## config.mk

```make
export PLATFORM = sky130hd
export DESIGN_NAME = dram_read_arbiter
export DESIGN_NICKNAME = d
export VERILOG_FILES = /design/src/rtl/dram_read_arbiter.sv
export SDC_FILE = /design/constraint.sdc
export NUM_CORES = 1
export LEC_CHECK = 0
export CAP_MARGIN = 5
export CORE_AREA = 2 2 173 175
export CTS_BUF_LIST = sky130_fd_sc_hd__clkbuf_8 sky130_fd_sc_hd__clkbuf_16
export DETAILED_ROUTE_END_ITERATION = 10
export DIE_AREA = 0 0 175 177
export HOLD_SLACK_MARGIN = 0.1
export PLACE_DENSITY = 0.69
export SYNTH_ARGS = -nofsm -noshare
export SYNTH_HDL_FRONTEND = slang
export SYNTH_SLANG_ARGS = --single-unit
```

## constraint.sdc

```tcl
create_clock -name clk_pixel -period 2.35 [get_ports clk_pixel]
set_input_delay 0.3525 -clock clk_pixel [delete_from_list [all_inputs] [get_ports clk_pixel]]
set_output_delay 0.3525 -clock clk_pixel [all_outputs]
set_load 0.05 [all_outputs]
```

## src/rtl/dram_read_arbiter.sv

```systemverilog
// dram_read_arbiter: round-robin sharing of one DRAM read channel between NUM_REQ requesters,
// one queued burst per requester, one burst outstanding, beats routed back to the burst owner.
module dram_read_arbiter #(
    parameter int NUM_REQ         = 2,
    parameter int DRAM_ADDR_WIDTH = 39,
    parameter int DRAM_DATA_WIDTH = 128
) (
    input  logic                               clk_pixel,
    input  logic                               dram_arb_resetn,
    input  logic [NUM_REQ*DRAM_ADDR_WIDTH-1:0] req_read_addr,
    input  logic [NUM_REQ*8-1:0]               req_read_len,
    input  logic [NUM_REQ-1:0]                 req_read_en,
    output logic [NUM_REQ-1:0]                 req_busy,
    output logic [NUM_REQ-1:0]                 req_drop,
    output logic [DRAM_DATA_WIDTH-1:0]         req_read_data,
    output logic [NUM_REQ-1:0]                 req_read_valid,
    output logic [DRAM_ADDR_WIDTH-1:0]         mem_read_addr,
    output logic [7:0]                         mem_read_len,
    output logic                               mem_read_en,
    input  logic [DRAM_DATA_WIDTH-1:0]         mem_read_data,
    input  logic                               mem_read_valid,
    input  logic                               mem_read_busy,
    output logic                               stray_beat
);
    localparam int PW = $clog2(NUM_REQ);
    localparam logic [1:0] IDLE  = 2'd0;
    localparam logic [1:0] ISSUE = 2'd1;
    localparam logic [1:0] ACK   = 2'd2;
    localparam logic [1:0] DATA  = 2'd3;

    logic [1:0]                 state;
    logic [NUM_REQ-1:0]         slot_v, accept, owner_oh, clr;
    logic [DRAM_ADDR_WIDTH-1:0] s_addr [NUM_REQ];
    logic [7:0]                 s_len  [NUM_REQ];
    logic [PW-1:0]              ptr, owner, gnt, nxt_ptr;
    logic [7:0]                 cnt;
    logic                       found, in_burst, beat, last;

    always_comb begin
        for (int k = 0; k < NUM_REQ; k++)
            accept[k] = req_read_en[k] && !slot_v[k] && (req_read_len[k*8 +: 8] != 8'd0);
    end

    // First pending slot at or after the round-robin pointer, wrapping.
    always_comb begin : rr
        int j;
        logic [PW-1:0] idx;
        j     = 0;
        idx   = '0;
        gnt   = '0;
        found = 1'b0;
        for (int k = 0; k < NUM_REQ; k++) begin
            j = int'(ptr) + k;
            if (j >= NUM_REQ) j = j - NUM_REQ;
            idx = PW'(j);
            if (!found && slot_v[idx]) begin
                found = 1'b1;
                gnt   = idx;
            end
        end
    end

    assign in_burst    = (state == ACK) || (state == DATA);
    assign beat        = in_burst && mem_read_valid;
    assign last        = beat && (cnt + 8'd1 == s_len[owner]);
    assign owner_oh    = NUM_REQ'(1) << owner;
    assign clr         = last ? owner_oh : '0;
    assign nxt_ptr     = (owner == PW'(NUM_REQ - 1)) ? '0 : owner + PW'(1);
    assign mem_read_en = (state == ISSUE);
    assign req_busy    = slot_v;

    always_ff @(posedge clk_pixel or negedge dram_arb_resetn) begin
        if (!dram_arb_resetn) begin
            slot_v   <= '0;
            req_drop <= '0;
            for (int k = 0; k < NUM_REQ; k++) begin
                s_addr[k] <= '0;
                s_len[k]  <= '0;
            end
        end else begin
            slot_v   <= (slot_v & ~clr) | accept;
            req_drop <= req_read_en & ~accept;
            for (int k = 0; k < NUM_REQ; k++) begin
                if (accept[k]) begin
                    s_addr[k] <= req_read_addr[k*DRAM_ADDR_WIDTH +: DRAM_ADDR_WIDTH];
                    s_len[k]  <= req_read_len[k*8 +: 8];
                end
            end
        end
    end

    always_ff @(posedge clk_pixel or negedge dram_arb_resetn) begin
        if (!dram_arb_resetn) begin
            state          <= IDLE;
            ptr            <= '0;
            owner          <= '0;
            cnt            <= '0;
            mem_read_addr  <= '0;
            mem_read_len   <= '0;
            req_read_data  <= '0;
            req_read_valid <= '0;
            stray_beat     <= 1'b0;
        end else begin
            req_read_valid <= beat ? owner_oh : '0;
            stray_beat     <= mem_read_valid && !in_burst;
            if (state == IDLE && found && !mem_read_busy) begin
                owner         <= gnt;
                mem_read_addr <= s_addr[gnt];
                mem_read_len  <= s_len[gnt];
                state         <= ISSUE;
            end
            if (state == ISSUE) begin
                cnt   <= '0;
                state <= ACK;
            end
            if (state == ACK && (mem_read_busy || mem_read_valid))
                state <= DATA;
            // A beat in ACK is already part of the burst; a final beat overrides the ACK->DATA move.
            if (beat) begin
                req_read_data <= mem_read_data;
                cnt           <= cnt + 8'd1;
            end
            if (last) begin
                ptr   <= nxt_ptr;
                state <= IDLE;
            end
        end
    end
endmodule

```

==> results.py, run 1 <==
metrics = {
    "drt": {
        "routed_wl_mm": 32.84,
        "drc": 0,
        "vias": 9008,
        "first_pass_iters": 5,
        "first_iter_violations": 362,
        "wl_per_cell_um": 17.38,
        "final_antenna_net_count": 0,
        "viasPerCell": 4.769,
    },
    "floorplan": {
        "initial_core_util_pct": 39.10,
        "die_height_um": 177,
        "ioPinCount": 411,
        "dieArea_mm2": 0.03098,
        "row_count": 63,
        "die_w_um": 175,
        "core_mm2": 0.02924,
    },
    "synth": {
        "yosysTopAreaCell": "dfrtp_1",
        "syn_inst": 1059,
        "synth_seq_cells": 288,
        "yosys_warnings": 0,
        "syn_nets": 1288,
        "ys_seq_area_share_pct": 63.03,
        "yosys-top-cells-area": "dfrtp_1 63%, nand2_1 13%, mux2_2 9.5%",
        "synth_top_cell_area_share_pct": 63.03,
        "synth.cell_area_mm2": 0.01143,
        "synth_cell_types": 36,
        "syn_area_per_cell_um2": 10.80,
    },
    "flow_run": {
        "maxCapViolCount": 0,
    },
    "global_route": {
        "grt_usage_pct": 20.79,
        "grtUsageMet3_pct": 6.723,
        "grt_start_max_net_pins": 140,
        "grt.overflow.total": 0,
        "grt_pass1_vias": 9391,
        "grtUsageMet1_pct": 25.31,
        "top_usage_layer": "met2",
        "antenna_found_initial": 2,
        "met2_usage_pct": 34.72,
        "grt_pass1_wl_mm": 51.06,
    },
    "placement": {
        "port_buffers": 410,
        "dp_slack_ns": -0.02581,
        "gp_congestion": 0.8135,
        "dp_hpwl_mm": 23.40,
    },
    "sta": {
        "clock_skew_ns": 0.01198,
        "maxSlewViolCount": 0,
        "hold_ws_ns": 0.3126,
        "min_period_ns": 2.280,
        "worst_slack_ns": 0.06981,
        "tightestPinTransition_ns": 0.6772,
        "fmax_mhz": 438.6,
        "relSlewSlack_pct": 54.86,
        "rsz0062_at_grt": "false",
        "hold_viol": 0,
        "period_share_pct": 97.03,
        "finalSetupViolCount": 0,
    },
    "layout": {
        "areaGrowthSynthToFinish_pct": 51.06,
        "seq_area_mm2": 0.007207,
        "multiInputGateArea_mm2": 0.004038,
        "drive_gt1_share_pct": 12.68,
        "fin_util_pct": 59.06,
        "layout_common_cells": "407 x clkdlybuf4s50_1, 393 x nand2_1, 288 x dfrtp_1, 96 x mux2_2, 57 x nor2_1",
        "layout.nets": 1706,
        "layout.cells.most_common": "clkdlybuf4s50_1",
        "fill_cells": 2429,
    },
    "status": {
        "status": "finished clean",
    },
    "critical_path": {
        "slowest_stage": "or4_1",
        "cp_num_cells": 6,
        "cp-end-kind": "flop",
        "critPathTopFamily": "simple AND/OR/NAND/NOR gates",
        "crit_end": "ptr",
        "worstSetupPathType": "flop to flop",
        "crit_arrival_ns": 2.73,
        "worstSetupStartpointType": "flop",
        "timing.rr.start": "owner",
        "required_ns": 2.79,
        "path_max_fanout": 5,
        "r2r_end": "ptr",
        "crit_path_start": "owner",
        "rr_worst_depth": 6,
        "slowest_delay_ns": 0.39,
        "crit_chain": "mux2_2 -> or4_1 -> and3_1 -> o31ai_1 -> and4_4 -> mux2_4",
        "r2r_slack_ns": 0.07,
        "critPathBufInv": 0,
    },
    "clock_network": {
        "clock_sinks": 288,
        "clk_latency_ns": 0.56,
        "numCtsBuffers": 31,
        "htreeDepth": 1,
        "cts_tree": "done",
        "cts_buffer_depth": 3,
        "postCtsSetupBuffers": 0,
        "cts_root_buffer": "clkbuf_16",
        "path_clk_slew_ns": 0.06,
    },
    "worst_hold_path": {
        "min_path_cells": 3,
        "hold_class": "input pin to flop",
    },
    "pwr": {
        "power.total_mw": 15.57,
        "powerDensity_mw_per_mm2": 901.7,
        "seqPwrFrac_pct": 41.0,
        "clock_power_share_pct": 31.6,
        "vdd_ir_drop_max_uv": 567.2,
        "combPwrFrac_pct": 27.4,
        "p_switching_mw": 5.023,
        "intPower_mw": 10.55,
        "power.share.switching_pct": 32.25,
        "power_leakage_nw": 8.240,
    },
}
-- cell families after synthesis --
family                     synth area share, %
buffers and inverters                    1.970
AOI/OAI and AO/OA                        3.425
muxes                                    14.31
DFF                                      63.03
and+or+nand+nor                          16.31
xor gates and xnor gates                0.8426
adders and majority gates               0.1094
-- state kept, by name (all words and copies together), names as in the netlist --
| register | count |
|---|---|
| req_busy | 2 |
| owner | 1 |
| cnt | 8 |
| req_drop | 2 |
| s_len | 16 |
| req_read_valid | 2 |
| stray_beat | 1 |
| mem_read_addr | 39 |
| req_read_data | 128 |
| state | 2 |
| mem_read_len | 8 |
| ptr | 1 |
| s_addr | 78 |
-- worst min-delay path by stage --
stage | startpoint | end | slack, ns
3_5_place_dp | dram_arb_resetn | mem_read_addr[10] | 0.39
2_1_floorplan | dram_arb_resetn | cnt[0] | 0.06
6_report | mem_read_data[19] | req_read_data[19] | 0.31
3_3_place_gp | dram_arb_resetn | mem_read_addr[12] | 0.38
5_1_grt | mem_read_data[113] | req_read_data[113] | 0.30
4_1_cts | mem_read_data[19] | req_read_data[19] | 0.29
-- repair_timing --
item,4_1_cts,5_1_grt
endpoints found under the setup margin,1,0
hold buffers,1,0
resized for setup,1,0
hold endpoints to repair,58,0
-- worst reg2reg max path, stage by stage, from the launching register on --
cell and delay (ns):
dfrtp_1 0.35, mux2_2 0.37, or4_1 0.39, and3_1 0.19
o31ai_1 0.26, and4_4 0.30, mux2_4 0.30
-- cell usage after synthesis, drive strengths merged --
| master | number |
|---|---|
| o21bai | 1 |
| a211oi | 1 |
| o21ai | 12 |
| o31ai | 3 |
| o32ai | 1 |
| nand3 | 3 |
| or3 | 1 |
| o41ai | 1 |
| and2 | 2 |
| nor3 | 2 |
| nor2b | 4 |
| dfrtp | 288 |
| a31oi | 2 |
| nand3b | 1 |
| and3 | 3 |
| and4 | 1 |
| mux2 | 97 |
| a22o | 1 |
| nor4 | 6 |
| buf | 17 |
| a21oi | 51 |
| xor2 | 5 |
| nor2 | 58 |
| nand2 | 394 |
| ha | 1 |
| inv | 3 |
| clkbuf | 39 |
| or4 | 1 |
| mux2i | 54 |
| xnor2 | 6 |
-- stage by stage --
stage	setup TNS, ns	cell area (µm²)	instances
finish	0	17270	1889
global route	0	17270	1888
CTS	0	17270	1888
detailed placement	-0.4651	16230	1833
global placement	-0.2970	16230	1833
floorplan	0	11430	1059
-- routing by layer --
metal	up-vias	part of all wire, %
li1	4274	-
met1	4340	40
met2	322	47
met3	70	8.5
met4	2	3.6
met5	-	0.040
-- power groups by stage --
stage / combinational (mW) / clock [mW] / sequential (mW)
3_3_place_gp: 4.23 / 0 / 6.44
6_report: 4.27 / 4.92 / 6.38
2_1_floorplan: 1.24 / 0 / 7.72
3_5_place_dp: 4.30 / 0 / 6.47
4_1_cts: 4.32 / 5.03 / 6.39
5_1_grt: 4.54 / 5.24 / 6.50
-- area by class of cell --
cell class                      instances  share of cell area [%]
Sequential cell                       288                   41.73
Clock inverter                         16                  0.9418
Clock buffer                           38                   5.049
Antenna cell                            1                 0.01449
Inverter                                3                 0.06520
Multi-Input combinational cell        712                   23.38
Tap cell                              390                   2.825
Timing Repair Buffer                  441                   26.00
Power figures use the tool's default switching activity.
==> inputs of run 2 (changes only) <==
--- a/config.mk
+++ b/config.mk
@@ -15,3 +15,4 @@
 export SYNTH_ARGS = -nofsm -noshare
 export SYNTH_HDL_FRONTEND = slang
 export SYNTH_SLANG_ARGS = --single-unit
+export TNS_END_PERCENT = 1
==> results of run 2 <==
The final DEF is identical to that of run 1; final timing and power are the same.
==> inputs of run 3 (changes only) <==
--- a/config.mk
+++ b/config.mk
@@ -6,12 +6,12 @@
 export NUM_CORES = 1
 export LEC_CHECK = 0
 export CAP_MARGIN = 5
-export CORE_AREA = 2 2 173 175
+export CORE_AREA = 2 2 163 165
 export CTS_BUF_LIST = sky130_fd_sc_hd__clkbuf_8 sky130_fd_sc_hd__clkbuf_16
 export DETAILED_ROUTE_END_ITERATION = 10
-export DIE_AREA = 0 0 175 177
+export DIE_AREA = 0 0 165 167
 export HOLD_SLACK_MARGIN = 0.1
-export PLACE_DENSITY = 0.69
+export PLACE_DENSITY = 0.76
 export SYNTH_ARGS = -nofsm -noshare
 export SYNTH_HDL_FRONTEND = slang
 export SYNTH_SLANG_ARGS = --single-unit
==> results.py, run 3 (synthesized netlist as in run 1, its figures left out) <==
metrics = {
    "critical_path": {
        "cp-end-kind": "flop",
        "critPathBufInv": 0,
        "crit_chain": "mux2_2 -> or4_1 -> and3_1 -> o31ai_2 -> and4_4 -> mux2_4",
        "required_ns": 2.78,
        "critPathTopFamily": "simple AND/OR/NAND/NOR gates",
        "worstSetupStartpointType": "flop",
        "worstSetupPathType": "flop to flop",
        "slowest_stage": "or4_1",
        "slowest_delay_ns": 0.39,
        "path_max_fanout": 5,
        "crit_arrival_ns": 2.70,
    },
    "placement": {
        "dp_hpwl_mm": 22.89,
        "gp_congestion": 0.8056,
        "dp_slack_ns": 0.06410,
        "port_buffers": 410,
    },
    "sta": {
        "rsz0062_at_grt": "false",
        "hold_viol": 0,
        "tns_ns": 0,
        "fmax_mhz": 441.1,
        "clock_skew_ns": 0.01361,
        "maxSlewViolCount": 0,
        "relSlewSlack_pct": 41.48,
        "worst_slack_ns": 0.08312,
        "tightestPinTransition_ns": 0.8744,
        "finalSetupViolCount": 0,
        "min_period_ns": 2.267,
        "period_share_pct": 96.46,
    },
    "floorplan": {
        "ioPinCount": 411,
        "dieArea_mm2": 0.02756,
        "initial_core_util_pct": 44.38,
        "core_mm2": 0.02576,
        "die_height_um": 167,
        "die_w_um": 165,
        "row_count": 59,
    },
    "clock_network": {
        "numCtsBuffers": 31,
        "path_clk_slew_ns": 0.07,
        "clk_latency_ns": 0.55,
        "cts_tree": "done",
        "cts_buffer_depth": 3,
        "cts_root_buffer": "clkbuf_16",
        "postCtsSetupBuffers": 0,
        "clock_sinks": 288,
        "htreeDepth": 1,
    },
    "global_route": {
        "grt_pass1_vias": 9408,
        "grt_usage_pct": 23.82,
        "grt_pass1_wl_mm": 51.85,
        "grt_start_max_net_pins": 140,
        "grt.overflow.total": 0,
        "antenna_found_initial": 4,
    },
    "layout": {
        "layout.cells.most_common": "clkdlybuf4s50_1",
        "areaGrowthSynthToFinish_pct": 50.02,
        "top_register": "req_read_data",
        "largest_reg_flops": 128,
        "layout.nets": 1698,
        "multiInputGateArea_mm2": 0.004043,
        "drive_gt1_share_pct": 12.07,
        "reg_top3": "req_read_data (128), s_addr (78), mem_read_addr (39)",
        "seq_area_mm2": 0.007207,
        "layout_common_cells": "407 x clkdlybuf4s50_1, 393 x nand2_1, 288 x dfrtp_1, 96 x mux2_2, 57 x nor2_1",
        "fill_cells": 1955,
    },
    "pwr": {
        "vdd_ir_drop_max_uv": 680.3,
        "power_leakage_nw": 8.224,
        "powerDensity_mw_per_mm2": 915.1,
    },
    "status": {
        "status": "finished clean",
    },
    "drt": {
        "first_pass_iters": 5,
        "drc": 0,
        "first_iter_violations": 647,
        "viasPerCell": 4.921,
        "routed_wl_mm": 32.70,
        "vias": 9000,
        "final_antenna_net_count": 0,
        "wl_per_cell_um": 17.88,
    },
    "flow_run": {
        "maxCapViolCount": 0,
    },
    "worst_hold_path": {
        "hold_class": "input pin to flop",
    },
}
==> run 3: cell types whose count changed in the layout (fill, tap and decap cells not counted), sizes merged <==
cell | before | now
clkinv | 6 | 5
clkinvlp | 2 | 0
diode | 1 | 3
clkbuf | 38 | 35
buf | 32 | 24
bufinv | 3 | 5
inv | 8 | 13
==> run 3: where the power goes <==
group	leakage, nW	internal, mW	switching, mW
Clock	0.554	3.06	1.97
Sequential	3.52	5.85	0.540
Combinational	4.15	1.77	2.52
==> run 3: cell type report <==
cell class / instances / area share (%)
multi-input cells: 712 / 23.57
clock inverters: 20 / 1.335
clock buffers: 35 / 4.844
diodes: 3 / 0.04377
well taps: 335 / 2.444
inverters: 3 / 0.06565
repair buffers: 433 / 25.68
flip-flops and latches: 288 / 42.02
==> run 3: worst reg2reg max path: cells and delay by family (launching register included) <==
family | cells | cell delay [ns]
and+or+nand+nor | 3 | 0.89
DFF | 1 | 0.35
AOI/OAI and AO/OA | 1 | 0.25
muxes | 2 | 0.67
==> run 3: repair_timing <==
action / CTS / global route
endpoints found under the hold margin: 58 / 0
hold buffers: 1 / 0
endpoints found under the setup margin: 1 / 1
gates resized for setup: 1 / 1
==> run 3: final timing paths <==
path,from,end,slack [ns],depth (start not counted)
hold reg to reg,req_read_data[22],req_read_data[22],0.47,2
max in group asynchronous,dram_arb_resetn,req_read_data[47],1.19,3
hold / removal,mem_read_data[75],req_read_data[75],0.32,3
min in group asynchronous,dram_arb_resetn,mem_read_addr[12],0.34,2
setup / recovery,owner,ptr,0.08,6
setup reg to reg,owner,ptr,0.08,6
==> run 3: routing by layer <==
layer,part of all wire [%],global-route usage [%],up-vias
met4,2.7,6.654,2
li1,-,-,4267
met1,39,29.19,4358
met2,49,39.84,315
met3,9.0,8.294,58
met5,0.040,0,-
==> run 3: per-stage QoR <==
step | total power, mW | instance area, µm² | hold WS (ns) | std cells | utilization, %
finish | 15.70 | 17150 | 0.3242 | 1829 | 66.58
global placement | 10.65 | 16070 | 0.3405 | 1770 | 62.38
global route | 16.42 | 17150 | 0.3081 | 1827 | 66.56
CTS | 15.84 | 17140 | 0.3012 | 1826 | 66.53
detailed placement | 10.77 | 16070 | 0.3361 | 1770 | 62.38
floorplan | 8.953 | 11430 | 0.05691 | 1059 | -
